### config.mk
export PLATFORM = sky130hd
export DESIGN_NAME = regfile_sb_flat
export DESIGN_NICKNAME = d
export VERILOG_FILES = /design/src/rtl/regfile_sb_pkg.sv /design/src/rtl/regfile_sb_if.sv /design/src/rtl/regfile_scoreboard.sv /design/src/rtl/regfile_sb.sv /design/src/flat_wrapper.sv
export SDC_FILE = /design/constraint.sdc
export NUM_CORES = 2
export LEC_CHECK = 0
export CAP_MARGIN = 20
export CORE_AREA = 2 2 236 413
export DETAILED_ROUTE_END_ITERATION = 12
export DIE_AREA = 0 0 238 415
export GPL_TIMING_DRIVEN = 1
export SLEW_MARGIN = 20
export SYNTH_ARGS = -nofsm -noshare
export SYNTH_HDL_FRONTEND = slang
export SYNTH_SLANG_ARGS = --single-unit
### constraint.sdc
create_clock -name clk -period 5.55 [get_ports clk]
set_input_delay 1.665 -clock clk [delete_from_list [all_inputs] [get_ports clk]]
set_output_delay 1.665 -clock clk [all_outputs]
set_load 0.005 [all_outputs]
### src/rtl/regfile_sb_pkg.sv
// regfile_pkg: shared defaults and scoreboard types for regfile_sb.
// Optional same-cycle forwarding is enabled with REGFILE_BYPASS_EN.
package regfile_pkg;
  localparam int DEF_DATA_W = 32;
  localparam int DEF_ADDR_W = 4;
  localparam int DEF_NRD = 3;
  localparam int DEF_PC_IDX = 15;
  localparam int DEF_PC_OFFSET = 8;
  typedef logic [1:0] pend_cnt_t;
  localparam pend_cnt_t PEND_MAX = 2'd3;
endpackage

### src/rtl/regfile_sb_if.sv
// regfile_sb_if: writeback, issue and read-port bundle of the register file.
interface regfile_sb_if #(
  parameter int DATA_W = regfile_pkg::DEF_DATA_W,
  parameter int ADDR_W = regfile_pkg::DEF_ADDR_W,
  parameter int NRD = regfile_pkg::DEF_NRD
);
  logic we;
  logic [ADDR_W-1:0] wa;
  logic [DATA_W-1:0] wd;
  logic [NRD*ADDR_W-1:0] ra;
  logic [NRD*DATA_W-1:0] rd;
  logic [DATA_W-1:0] pc;
  logic iss;
  logic [ADDR_W-1:0] iss_dst;
  logic [NRD-1:0] busy;
  logic stall;
  logic err;
  modport master(output we, wa, wd, ra, pc, iss, iss_dst, input rd, busy, stall, err);
  modport slave(input we, wa, wd, ra, pc, iss, iss_dst, output rd, busy, stall, err);
endinterface

### src/rtl/regfile_scoreboard.sv
// regfile_scoreboard: per-register pending-write counters, overflow flag and busy/stall.
// Under REGFILE_BYPASS_EN, busy drops for the last pending write landing this cycle.
module regfile_scoreboard import regfile_pkg::*; #(
  parameter int ADDR_W = DEF_ADDR_W,
  parameter int NRD = DEF_NRD
) (
  input  logic clk,
  input  logic rst,
  input  logic iss,
  input  logic [ADDR_W-1:0] iss_dst,
  input  logic we,
  input  logic [ADDR_W-1:0] wa,
  input  logic [NRD*ADDR_W-1:0] ra,
  output logic [NRD-1:0] busy,
  output logic stall,
  output logic err
);
  localparam int NREGS = 2**ADDR_W;
  pend_cnt_t cnt [NREGS];
  for (genvar r = 0; r < NREGS; r++) begin : g_cnt
    pend_cnt_t q;
    logic inc, dec;
    assign inc = iss && iss_dst == ADDR_W'(r);
    assign dec = we && wa == ADDR_W'(r);
    assign cnt[r] = q;
    always_ff @(posedge clk or negedge rst)
      if (!rst) q <= '0;
      else if (inc && !dec && q != PEND_MAX) q <= q + 2'd1;
      else if (dec && !inc && q != '0) q <= q - 2'd1;
  end
  always_ff @(posedge clk or negedge rst)
    if (!rst) err <= 1'b0;
    else if (iss && !(we && wa == iss_dst) && cnt[iss_dst] == PEND_MAX) err <= 1'b1;
  for (genvar i = 0; i < NRD; i++) begin : g_busy
    logic [ADDR_W-1:0] a;
    assign a = ra[i*ADDR_W +: ADDR_W];
`ifdef REGFILE_BYPASS_EN
    assign busy[i] = cnt[a] != '0 && !(we && wa == a && cnt[a] == 2'd1);
`else
    assign busy[i] = cnt[a] != '0;
`endif
  end
  assign stall = |busy;
endmodule

### src/rtl/regfile_sb.sv
// regfile_sb: multi-read-port register file with PC-sourced index and pending-write scoreboard.
// REGFILE_BYPASS_EN adds same-cycle writeback forwarding on the read ports.
module regfile_sb import regfile_pkg::*; #(
  parameter int DATA_W = DEF_DATA_W,
  parameter int ADDR_W = DEF_ADDR_W,
  parameter int NRD = DEF_NRD,
  parameter int PC_IDX = DEF_PC_IDX,
  parameter int PC_OFFSET = DEF_PC_OFFSET
) (
  input logic clk,
  input logic rst,
  regfile_sb_if.slave bus
);
  localparam int NREGS = 2**ADDR_W;
  logic [DATA_W-1:0] regs [NREGS];
  for (genvar r = 0; r < NREGS; r++) begin : g_reg
    if (r == PC_IDX) begin : g_pc
      assign regs[r] = '0;
    end else begin : g_st
      logic [DATA_W-1:0] q;
      assign regs[r] = q;
      always_ff @(posedge clk or negedge rst)
        if (!rst) q <= '0;
        else if (bus.we && bus.wa == ADDR_W'(r)) q <= bus.wd;
    end
  end
  for (genvar i = 0; i < NRD; i++) begin : g_rd
    logic [ADDR_W-1:0] a;
    assign a = bus.ra[i*ADDR_W +: ADDR_W];
`ifdef REGFILE_BYPASS_EN
    assign bus.rd[i*DATA_W +: DATA_W] = a == ADDR_W'(PC_IDX) ? bus.pc + DATA_W'(PC_OFFSET)
                                      : bus.we && bus.wa == a ? bus.wd : regs[a];
`else
    assign bus.rd[i*DATA_W +: DATA_W] = a == ADDR_W'(PC_IDX) ? bus.pc + DATA_W'(PC_OFFSET) : regs[a];
`endif
  end
  regfile_scoreboard #(.ADDR_W(ADDR_W), .NRD(NRD)) u_sb (
    .clk(clk),
    .rst(rst),
    .iss(bus.iss),
    .iss_dst(bus.iss_dst),
    .we(bus.we),
    .wa(bus.wa),
    .ra(bus.ra),
    .busy(bus.busy),
    .stall(bus.stall),
    .err(bus.err)
  );
endmodule

### src/flat_wrapper.sv
// flat-port wrapper written by rule: the top's interface ports become plain ports
module regfile_sb_flat import regfile_pkg::*;
#(
  parameter int DATA_W = DEF_DATA_W,
  parameter int ADDR_W = DEF_ADDR_W,
  parameter int NRD = DEF_NRD,
  parameter int PC_IDX = DEF_PC_IDX,
  parameter int PC_OFFSET = DEF_PC_OFFSET
)
  (clk, rst, bus_we, bus_wa, bus_wd, bus_ra, bus_pc, bus_iss, bus_iss_dst, bus_rd, bus_busy, bus_stall, bus_err);
  regfile_sb_if #(.DATA_W(DATA_W), .ADDR_W(ADDR_W), .NRD(NRD)) bus_i ();
  input logic clk;
  input logic rst;
  input wire logic [$bits(bus_i.we)-1:0] bus_we;
  input wire logic [$bits(bus_i.wa)-1:0] bus_wa;
  input wire logic [$bits(bus_i.wd)-1:0] bus_wd;
  input wire logic [$bits(bus_i.ra)-1:0] bus_ra;
  input wire logic [$bits(bus_i.pc)-1:0] bus_pc;
  input wire logic [$bits(bus_i.iss)-1:0] bus_iss;
  input wire logic [$bits(bus_i.iss_dst)-1:0] bus_iss_dst;
  output wire logic [$bits(bus_i.rd)-1:0] bus_rd;
  output wire logic [$bits(bus_i.busy)-1:0] bus_busy;
  output wire logic [$bits(bus_i.stall)-1:0] bus_stall;
  output wire logic [$bits(bus_i.err)-1:0] bus_err;
  assign bus_i.we = bus_we;
  assign bus_i.wa = bus_wa;
  assign bus_i.wd = bus_wd;
  assign bus_i.ra = bus_ra;
  assign bus_i.pc = bus_pc;
  assign bus_i.iss = bus_iss;
  assign bus_i.iss_dst = bus_iss_dst;
  assign bus_rd = bus_i.rd;
  assign bus_busy = bus_i.busy;
  assign bus_stall = bus_i.stall;
  assign bus_err = bus_i.err;
  regfile_sb #(.DATA_W(DATA_W), .ADDR_W(ADDR_W), .NRD(NRD), .PC_IDX(PC_IDX), .PC_OFFSET(PC_OFFSET)) u_core (.clk(clk), .rst(rst), .bus(bus_i));
endmodule
### Word-level counts from Yosys, hierarchy flattened

Index checks and enable logic that the tools add are counted.

| storage, ports and cells | value |
|---|---|
| flip-flop bits (word level) | 513 |
| bits of input ports | 88 |
| output and inout bits | 101 |

| operators by class | value |
|---|---|
| $add $sub $neg | 33 |
| $lt $le $gt $ge | 4 |
| eq/ne operators | 51 |
| multiplexer cells | 56 |
| bitwise logic cells | 4 |
| reductions and logical operators | 170 |

Operators with widths:

| operator | number |
|---|---|
| $bmux W32 S4 | 3 |
| $mux W32 | 9 |
| $logic_and A1 B1 Y1 | 99 |
| $mux W2 | 40 |
| $eq A4 B4 Y1 const B | 19 |
| $reduce_bool A2 Y1 | 35 |
| $logic_not A1 Y1 | 33 |
| $add A2 B1 Y2 const B | 16 |
| $add A32 B4 Y32 const B | 1 |
| $bmux W2 S4 | 4 |
| $eq A4 B3 Y1 const B | 8 |
| $ne A2 B2 Y1 const B | 16 |
| $sub A2 B1 Y2 const B | 16 |
| $ge A5 B5 Y1 const B | 4 |
| $not A4 Y5 | 4 |
| $eq A4 B2 Y1 const B | 4 |
| $eq A4 B1 Y1 const B | 2 |
| $logic_not A4 Y1 | 2 |
| $eq A4 B4 Y1 | 1 |
| $reduce_or A3 Y1 | 1 |
| $eq A2 B2 Y1 const B | 1 |

### Longest topological paths before layout

| logic depth | value |
|---|---|
| depth in word-level cells | 7 |
| mapped depth | 9 |

### Cells and area by module

A second synthesis with hierarchy kept.

| unflattened totals | value |
|---|---|
| cells, all modules | 2576 |
| area, all modules | 33723.6 um^2 |

By module, submodules not included:

| module | times used | cells an instance | area an instance (um^2) |
|---|---|---|---|
| regfile_sb | 1 | 2278 | 30937.2 |
| regfile_scoreboard | 1 | 298 | 2786.4 |

### Worst setup path before layout

No wires, ideal clock.

| timing path | value |
|---|---|
| kind | in2out |
| from | in bus_ra[0] |
| to | out bus_rd[0] |
| arrival time | 3.229 ns |
| path slack | 0.656 ns |
| cell stages on the path | 5 |
| path through | buf_2 buf_2 mux4_2 mux4_2 a21o_1 |

| between the ends | value |
|---|---|
| word-level cells in the longest chain between the ends | 5 |
| elaborated cells on any way between the ends | 6 |
| classes of those cells | eq/ne (1); mux (4); bitwise (1) |

RTL lines:

| what | line | text |
|---|---|---|
| from (decl) | flat_wrapper.sv:17 | `input wire logic [$bits(bus_i.ra)-1:0] bus_ra;` |
| $not A4 Y5 (not written as such) | regfile_sb.sv:34 | `assign bus.rd[i*DATA_W +: DATA_W] = a == ADDR_W'(PC_IDX) ? bus.pc + DATA_W'(PC_OFFSET) : regs[a];` |
| $bmux W32 S4 | regfile_sb.sv:34 |  |
| $mux W32 (not written as such) (2 in series) | regfile_sb.sv:34 |  |
| $mux W32 * | regfile_sb.sv:34 |  |
| to (decl) | flat_wrapper.sv:21 | `output wire logic [$bits(bus_i.rd)-1:0] bus_rd;` |

Every way passes the cells marked *; elsewhere a longest branch is shown, timed or not. The select of a mux whose other input is x is not followed.

### Worst setup path after layout

| timing path | value |
|---|---|
| from | in bus_ra[8] |
| to | out bus_rd[76] |

Same word-level chain as after synthesis.

==> run metrics <==
status finished clean; Hold Crit Start u_core.u_sb.err; Pre-Repair DR Iteration Count 5; die area ~99000 µm²; largest net degree at the start of global routing between 90 and 100; Synth warnings 0; Worst path slowest cell mux4_2; initial DRC count 2400; number of global-route vias before repair 26300; FF/Latch Area ~13000 µm²; vias 25500; commonest non-fill, non-tap cells in the layout 513 x dfrtp_1, 421 x mux2_2, 340 x nand2_1; Area Overhead vs Synth 20.8%; clock root cell clkbuf_16; routing usage on met3 under 10%; clk slew on worst S/H paths ~0.060 ns; post-synthesis average cell area between 10 and 15 µm²; CP Class in -> out; met2 Use GR ~41%; wirelength, routed ~120 mm; setup slack at placement -0.735 ns; global-route usage over all layers around 24%; initial antenna violation count 10; minimum clock period around 5.5 ns; Worst Skew between 0.005 and 0.006 ns; Worst R2R Start u_core.u_sb.g_cnt[15].q[0]; non-filler instance count after layout 4150; most used cell, CP mux4_2; vias per cell a little over 6; grt met1 use a little under a third; GR Overflow Total 0; Worst EP required 3.88 ns; Crit. End Element primary output; slowest stage delay, CP 0.53 ns; TritonCTS buffer count between 40 and 50; Synth Cell Area roughly 33000 µm²; Most used DFF post-synth dfrtp_1; Cells after DPL 4054; EDFF count, synth 0; Max Transition Viols Final 0; first-pass GRT wire length 179 mm; IO buf count 188; crit path DAT approximately 3.9 ns; initial core utilization 34.8%; final net count a little under 3000; Rows 150; crit path cell chain clkbuf_8 -> buf_12 -> mux4_2 -> mux4_2 -> a21boi_1 -> buf_4 -> clkdlybuf4s50_1; Hold WC Path Type reg -> reg; most common cell after layout, fill and taps aside dfrtp_1; maximum fanout along the worst path 23; clock sink count between 500 and 600; # fillers just under 9000; Pwr per Cell Area roughly 330 nW/µm²; worst setup margin between 0.03 and 0.04 ns; sequential element share of the synthesized area roughly two fifths; relative slew slack a little under a third; clk buf depth 3; clk_lat worst skew slightly above 0.6 ns; antenna viol nets, final 0; H-tree levels 2; library cells used by synthesis 56; RD Place Congestion ~0.86; Final HPWL DP 80.7 mm; Ports between 150 and 200; Peak VDD IR roughly 190 µV; share of cells above drive strength 1 40.8%; Tcrit/Tclk final between 90 and 100%; final count of negative-setup-slack endpoints 0; Final Hold Fails 0; startpoint types input pin; RSZ-0062 raised after global routing yes; Max Clk Rate between 150 and 200 MHz; Worst Max-Slew Pin Slew 1.03 ns; Yosys reg bits between 500 and 600; Die X roughly 240 µm; Leak 16.6 nW; Cells after Synth 2635; Die H around 420 µm; Multi-input gate area ~19000 µm²; drt drc 0; Crit. Startpoint bus_ra[8]; asr flop ratio synth 100%; Placeable Area 95300 µm²; CTS tree yes; Synthesized Nets around 2700; reg-to-reg slack, setup ~3.7 ns; GR peak layer met2; wire per inst 29.1 µm; # Max-Cap Violations 0
==> registers in the layout (all words and copies together) (netlist names) <==
register,count
u_core.u_sb.g_cnt.q,32
u_core.g.g_st.q,480
u_core.u_sb.err,1
==> synthesized netlist by cell type (5+ instances only) <==
library cell	instances	share of area, %
mux4_2	334	23
buf_1	7	0.079
nand2b_1	6	0.11
a21o_1	8	0.18
o21a_1	8	0.18
xor2_1	11	0.29
a221o_1	8	0.24
nor3b_1	5	0.11
mux4_1	14	1.1
dfrtp_1	513	39
nand3b_1	9	0.20
mux2i_1	99	3.0
a21boi_0	6	0.14
o21bai_1	7	0.16
mux2_2	421	14
nor2_1	64	0.73
o21ai_0	106	1.6
a211oi_1	34	0.77
and3_1	10	0.19
a221oi_1	15	0.40
clkbuf_1	129	1.5
o211ai_1	35	0.79
nor2b_1	40	0.76
buf_4	28	0.63
o221ai_1	53	1.4
nand3_1	15	0.23
nand2_1	347	3.9
buf_6	6	0.20
xnor2_1	16	0.42
o22ai_1	35	0.66
a21oi_1	43	0.65
nor3_1	13	0.20
buf_2	79	1.2
inv_1	32	0.36
or2_2	7	0.13
and4_1	7	0.19
a21boi_1	8	0.18
nand4_1	9	0.17
or3_1	6	0.11
and2_1	10	0.19
==> metrics by stage <==
step	TNS, ns	area (µm²)	power (mW)	util (%)	hold slack (ns)
floorplan	0	33100	7.93	-	0.460
global placement	-29.65	38100	9.46	39.9	0.468
detailed placement	-29.48	38100	9.58	39.9	0.484
CTS	-0.00567	39900	13.0	41.9	0.513
global route	-0.0239	40000	13.6	42.0	0.542
finish	0	40000	13.0	42.0	0.510
==> critical path, delay by kind of cell <==
kind / cells / cell delay [ns]
mux: 2 / 1.02
buf+inv: 4 / 0.97
compound gates: 1 / 0.17
==> layer usage <==
metal,share of wire [%],wire (µm)
met1,39,46600
met2,49,59200
met3,6.9,8360
met4,5.5,6690
met5,0.085,103
==> area by class of cell <==
type / instances / area share [%]
antenna: 3 / 0.0188
clock buffer: 68 / 3.49
clock inverter: 19 / 0.544
inverter: 32 / 0.300
multi-input combinational: 1840 / 48.4
sequential: 513 / 32.1
tap: 1216 / 3.80
timing repair buffer: 459 / 11.4
==> cell families (layout without fill, tap and decap cells) <==
| logic type | after synthesis | in the layout | share of synthesized area (%) |
|---|---|---|---|
| compound gates | 384 | 384 | 7.79 |
| fa+ha+maj | 1 | 1 | 0.0378 |
| simple gates | 560 | 560 | 7.61 |
| other cells | 0 | 3 | 0 |
| flops | 513 | 513 | 38.7 |
| xor+xnor | 27 | 27 | 0.714 |
| mux | 868 | 868 | 41.1 |
| buf+inv | 282 | 578 | 4.00 |
==> power by group <==
group          internal [mW]  switching [mW]
clock                   1.95            1.56
sequential              4.59           0.846
combinational           2.46            1.61
==> final timing paths <==
path	end	cells after the start
worst min-delay path	u_core.u_sb.err	1
worst max register to register	u_core.u_sb.err	3
min in group asynchronous	u_core.g_reg[7].g_st.q[2]	1
worst max-delay path	bus_rd[76]	7
worst min register to register	u_core.u_sb.err	1
max in group asynchronous	u_core.g_reg[3].g_st.q[19]	2
==> what timing repair did <==
item / 4_1_cts / 5_1_grt
buffers inserted: 6 / 3
gates resized for setup: 145 / 37
hold buffers: 0 / 0
setup endpoints to repair: 80 / 40
pin swaps: 25 / 11
No activity file was read; power rests on OpenSTA's default activity.
